### src/rtl/decode_cycle.sv
// decode_cycle: RV32I-subset decode stage with a 32x32 register file and ID/EX pipeline register.
// Define REGFILE_BYPASS_EN to make register-file reads write-first against the same-cycle writeback.
module decode_cycle #(
    parameter int REG_ADDR_W = 5
) (
    input  logic                  clk,
    input  logic                  rst,
    input  logic [31:0]           InstrD,
    input  logic [31:0]           PCD,
    input  logic [31:0]           PCPlus4D,
    input  logic                  FlushE,
    input  logic                  RegWriteW,
    input  logic [REG_ADDR_W-1:0] RdW,
    input  logic [31:0]           ResultW,
    output logic                  RegWriteE,
    output logic                  MemWriteE,
    output logic                  BranchE,
    output logic                  JumpE,
    output logic                  ALUSrcE,
    output logic [1:0]            ResultSrcE,
    output logic [2:0]            ALUControlE,
    output logic [31:0]           RD1E,
    output logic [31:0]           RD2E,
    output logic [31:0]           ImmExtE,
    output logic [31:0]           PCE,
    output logic [31:0]           PCPlus4E,
    output logic [REG_ADDR_W-1:0] Rs1E,
    output logic [REG_ADDR_W-1:0] Rs2E,
    output logic [REG_ADDR_W-1:0] RdE,
    output logic [REG_ADDR_W-1:0] Rs1D,
    output logic [REG_ADDR_W-1:0] Rs2D
);
    typedef struct packed {
        logic                  reg_write;
        logic                  mem_write;
        logic                  branch;
        logic                  jump;
        logic                  alu_src;
        logic [1:0]            result_src;
        logic [2:0]            alu_control;
        logic [31:0]           rd1;
        logic [31:0]           rd2;
        logic [31:0]           imm;
        logic [31:0]           pc;
        logic [31:0]           pc_plus4;
        logic [REG_ADDR_W-1:0] rs1;
        logic [REG_ADDR_W-1:0] rs2;
        logic [REG_ADDR_W-1:0] rd;
    } id_ex_t;

    id_ex_t d, e;
    logic [6:0] opcode;
    logic [2:0] funct3;
    logic [2:0] alu_op;
    logic [31:0] imm_i, imm_s, imm_b, imm_j, rd1, rd2;
    logic [31:0] rf [2**REG_ADDR_W];

    assign opcode = InstrD[6:0];
    assign funct3 = InstrD[14:12];
    assign Rs1D   = InstrD[15 +: REG_ADDR_W];
    assign Rs2D   = InstrD[20 +: REG_ADDR_W];

    assign imm_i = {{20{InstrD[31]}}, InstrD[31:20]};
    assign imm_s = {{20{InstrD[31]}}, InstrD[31:25], InstrD[11:7]};
    assign imm_b = {{19{InstrD[31]}}, InstrD[31], InstrD[7], InstrD[30:25], InstrD[11:8], 1'b0};
    assign imm_j = {{11{InstrD[31]}}, InstrD[31], InstrD[19:12], InstrD[20], InstrD[30:21], 1'b0};

    // funct7b5 selects sub only for register-register ops; addi with imm[10]=1 stays add
    assign alu_op = funct3 == 3'b000 ? ((opcode == 7'b0110011 && InstrD[30]) ? 3'b001 : 3'b000) :
                    funct3 == 3'b010 ? 3'b101 :
                    funct3 == 3'b110 ? 3'b011 :
                    funct3 == 3'b111 ? 3'b010 : 3'b000;

`ifdef REGFILE_BYPASS_EN
    assign rd1 = Rs1D == '0 ? '0 : (RegWriteW && RdW == Rs1D) ? ResultW : rf[Rs1D];
    assign rd2 = Rs2D == '0 ? '0 : (RegWriteW && RdW == Rs2D) ? ResultW : rf[Rs2D];
`else
    assign rd1 = Rs1D == '0 ? '0 : rf[Rs1D];
    assign rd2 = Rs2D == '0 ? '0 : rf[Rs2D];
`endif

    always_comb begin
        d          = '0;
        d.rd1      = rd1;
        d.rd2      = rd2;
        d.pc       = PCD;
        d.pc_plus4 = PCPlus4D;
        d.rs1      = Rs1D;
        d.rs2      = Rs2D;
        d.rd       = InstrD[7 +: REG_ADDR_W];
        case (opcode)
            7'b0000011: begin
                d.reg_write  = 1'b1;
                d.alu_src    = 1'b1;
                d.result_src = 2'b01;
                d.imm        = imm_i;
            end
            7'b0100011: begin
                d.mem_write = 1'b1;
                d.alu_src   = 1'b1;
                d.imm       = imm_s;
            end
            7'b0110011: begin
                d.reg_write   = 1'b1;
                d.alu_control = alu_op;
            end
            7'b0010011: begin
                d.reg_write   = 1'b1;
                d.alu_src     = 1'b1;
                d.alu_control = alu_op;
                d.imm         = imm_i;
            end
            7'b1100011: begin
                d.branch      = 1'b1;
                d.alu_control = 3'b001;
                d.imm         = imm_b;
            end
            7'b1101111: begin
                d.reg_write  = 1'b1;
                d.jump       = 1'b1;
                d.result_src = 2'b10;
                d.imm        = imm_j;
            end
            default: ;
        endcase
    end

    always_ff @(posedge clk or posedge rst)
        if (rst)
            rf <= '{default: '0};
        else if (RegWriteW && RdW != '0)
            rf[RdW] <= ResultW;

    always_ff @(posedge clk or posedge rst)
        if (rst)
            e <= '0;
        else
            e <= FlushE ? '0 : d;

    assign RegWriteE   = e.reg_write;
    assign MemWriteE   = e.mem_write;
    assign BranchE     = e.branch;
    assign JumpE       = e.jump;
    assign ALUSrcE     = e.alu_src;
    assign ResultSrcE  = e.result_src;
    assign ALUControlE = e.alu_control;
    assign RD1E        = e.rd1;
    assign RD2E        = e.rd2;
    assign ImmExtE     = e.imm;
    assign PCE         = e.pc;
    assign PCPlus4E    = e.pc_plus4;
    assign Rs1E        = e.rs1;
    assign Rs2E        = e.rs2;
    assign RdE         = e.rd;
endmodule

### config.mk
export PLATFORM = sky130hd
export DESIGN_NAME = decode_cycle
export DESIGN_NICKNAME = d
export VERILOG_FILES = /design/src/rtl/decode_cycle.sv
export SDC_FILE = /design/constraint.sdc
export NUM_CORES = 2
export LEC_CHECK = 0
export ABC_CLOCK_PERIOD_IN_PS = 47400
export BUFFER_PORTS_ARGS = -buffer_cell sky130_fd_sc_hd__buf_2
export CAP_MARGIN = 20
export CORE_MARGIN = 4
export CORE_UTILIZATION = 55
export DETAILED_ROUTE_END_ITERATION = 7
export HOLD_SLACK_MARGIN = 0.15
export PLACE_DENSITY = 0.83
export REMOVE_ABC_BUFFERS = 1
export SETUP_SLACK_MARGIN = 0.05
export SYNTH_ARGS = -nofsm -noshare
export SYNTH_HDL_FRONTEND = slang
export SYNTH_SLANG_ARGS = --single-unit
### constraint.sdc
create_clock -name clk -period 47.4 [get_ports clk]
set_input_delay 2.37 -clock clk [delete_from_list [all_inputs] [get_ports clk]]
set_output_delay 2.37 -clock clk [all_outputs]
set_load 0.03 [all_outputs]
==> reports/summary.md <==
The commonest cells after synthesis are 1,197 x dfrtp_1, 1,008 x mux2_2, 512 x mux4_2. The logs give 8 for the initial antenna violation count and 0 for the overflow left after global routing. The per-cell via count in the routed design is 6.91, and the data required time at the worst endpoint is 45.03 ns. The placed instances occupy a cell area of 61,700 µm². The leakage power is 29.2 nW, and the adder and majority gate portion of the synthesized area is 0. Yosys mapped a number of flops with a built-in enable equal to 0.

The setup skew after layout is 0.0283 ns, and the sequential-to-total area share from yosys stat is 0.505. The run gives 0 as the number of violations of the max-capacitance limit. STA classifies the critical path endpoint as a primary output. The remaining antenna violation count was 0. The final period utilization was 0.119. The proportion of register bits with asynchronous set or reset after synthesis works out to 1.00. The clock tree root buffer cell was clkbuf_16. The flow ran to the end, and the final reports show no timing, DRC or antenna violations. The worst-case setup slack after placement is 41.24 ns, and the first-pass GRT wire length is 249,000 µm. The area share of and/or/nand/nor cells after synthesis was 0.0185.

The clock passes through at most 3 buffers. The number of setup violations in the final report is 0, and the estimated wirelength of the detail-placed design is 90,400 µm. The fraction of the mapped netlist area in compound gates came out at 0.0325.

The routed layout has 37,000 vias. After clock tree synthesis, the clock-pin slew on the worst setup and hold paths is 0.06 ns. The finished layout holds 5,349 standard cells, fillers aside.

The post-CTS setup buffer count is 0. Among all flip-flop cells after synthesis, the most frequent one is dfrtp_1. The H-tree was split into 3 levels. The growth of design area from synthesis to finish came out at 11.0%. The final wirelength is 167,000 µm, and the count of input and output buffers is 331. Data on the critical path arrives at its endpoint at 3.29 ns. The tightest slew margin relative to the limit was 0.252. The tools report the number of global-route vias before repair as 38,600. The final-report hold violation count was 0. The buffers plus inverters on the worst setup path was 2; the delay contributed by the slowest stage of the critical path was 0.56 ns. The logs give 0 for the max-slew violation count and 5 for the detailed-router iteration count before antenna repair.

After synthesis, the largest family of logic cells by area is multiplexers. The core area was 107,000 µm². The Yosys step of the flow raised 0 warnings. The summed negative setup slack over all endpoints was 0 ns; the number of cells on the worst hold path was 0.

The floorplan has 120 rows. The post-synthesis mux area share came out at 0.410. Number of cells on the critical path: 2. On the critical path, the stage with the largest delay is an instance of buf_8. The summed instance area of the synthesized netlist was 59,300 µm².

Yosys instantiated no cell more often than dfrtp_1. The vertical die dimension is 336 µm. The count of state elements after synthesis is 1,197, and the fraction of synthesized cell area in xor and xnor cells is 0. Once layout is done, the placed cells without fillers occupy 65,800 µm². IR analysis of the VDD net gives a maximum drop of 0.0000338 V. Hold is met by 0.392 ns.

The largest total area in the synthesized netlist belongs to dfrtp_1. The signal on the critical path passes through buf_8 > buf_2. TritonCTS built the clock tree. The chip width was 336 µm; the global placement routability congestion was 0.813.

Yosys attributes the largest share of cell area to dfrtp_1 50%, mux4_2 19%, mux2_2 19%, mux2i_1 2.4%, clkbuf_1 1.3%. For the post-layout worst setup margin, the log shows 41.74 ns. The critical path in this run is classified as in2out. Maximum number of pins on one net before global-route repair: 183.

After detailed routing, the average wire length per cell comes to 31.2 µm. The logs give 0.73 ns for the worst-skew pair later-pin latency and 113,000 µm² for the area enclosed by the die boundary. The number of sinks on the clock net came out at 1,197. The tools report the type of element launching the critical path as a primary input.

In this run the worst path has a maximum fanout of 67. The top achievable clock speed was 0.177 GHz; the slew at the pin with the worst max-slew slack was 1.12 ns. The fraction of post-synthesis cell area in the top cell type by area came out at 0.505.

The global router's overall resource usage is 0.296. Instance count after placement with tap cells included: 5,126. Each instance of the synthesized netlist takes up on average 15.9 µm². The worst register-to-register path has a depth of 4. After layout, the minimum clock period comes to 5.66 ns.

Class of the tightest hold or removal check: reg2reg. The number of DRC markers in iteration 0 was 3,552; the hold-fix buffer count after cts was 0. For the post-synthesis instance total, the log shows 3,742. After synthesis, the netlist uses 47 different library cells. The total power consumption of the routed design is 2.85 mW, and the post-cts repair resize count is 0. The run gives 0.615 as the final core area utilization. The final layout contains 3,983 nets.

The tools report the initial cell density of the core as 0.554. The run gives 0 as the DRC violations left. The ratio of total power to cell area is 43.2 nW/µm². Broken down by cell family, the worst path's largest delay share belongs to buffers and inverters.

The fraction of layout instances using a drive strength above 1 is 0.552, and the clock buffer count from CTS is 120. 332 I/O pins were placed. Setup repair after global routing left no endpoint under its margin.
[cell usage in the layout (no fill, tap or decap), drive strengths merged, types with 4 or more instances in the layout]
cell type,Yosys,layout
mux4,512,512
a22o,34,34
diode,0,8
nor2b,80,80
o22a,47,47
clkinv,0,17
nor3b,12,12
inv,7,9
a21oi,14,14
nand3,4,4
a211oi,9,9
mux2i,144,144
nor2,33,33
o221ai,49,49
clkbuf,205,178
a22oi,14,14
nand2b,4,4
clkinvlp,0,5
and2,4,4
dfrtp,1197,1197
nand2,35,35
o21ai,25,25
nand3b,4,4
bufinv,0,13
buf,230,416
a221oi,32,32
mux2,1008,1008
a31oi,7,7
a32oi,5,5
nor3,9,9
[final timing paths]
check                           start       end  slack (ns)
max                        InstrD[15]   Rs1D[0]       41.74
min                          rf[1015]  rf[1015]        0.39
max reg2reg                   rf[558]  RD1E[14]       45.58
min reg2reg                  rf[1015]  rf[1015]        0.39
max in group asynchronous         rst   rf[733]       42.40
min in group asynchronous         rst  RD2E[15]        1.83
[registers in the layout, indices dropped and copies added (netlist names), 3 cells and up]
signal       flops
Rs2E             5
ALUControlE      3
PCPlus4E        32
Rs1E             5
rf            1024
RD2E            32
RD1E            32
PCE             32
RdE              5
ImmExtE         21
[cell families (layout without fill, tap and decap cells)]
family          after synthesis  count (layout)
mux                        1664            1664
flops                      1197            1197
buf+inv                     442             638
compound gates              241             241
simple gates                198             198
other cells                   0               8
[per-layer routing]
| layer | wire [µm] | global-route usage |
|---|---|---|
| met1 | 64900 | 0.404 |
| met2 | 79000 | 0.460 |
| met3 | 16100 | 0.0769 |
| met4 | 7050 | 0.114 |
| met5 | 13 | 0 |
[final cells by class]
class                           count  area, µm²
Antenna cell                        8       20.0
Clock buffer                      177       3550
Clock inverter                     37        553
Fill cell                        7583      41200
Inverter                            7       33.8
Multi-Input combinational cell   2103      27500
Sequential cell                  1197      30000
Tap cell                         1403       1760
Timing Repair Buffer              417       2430
[power breakdown]
part	switching [mW]	internal, mW
logic	0.214	0.313
registers	0.130	1.20
clock network	0.406	0.585
total	0.750	2.10
[worst reg2reg max path, stage by stage (launching register included)]
cell      delay, ns
dfrtp_1        0.40
mux4_2         0.47
mux2i_1        0.21
o22a_1         0.19
o221ai_1       0.29
Power figures use the tool's default switching activity.
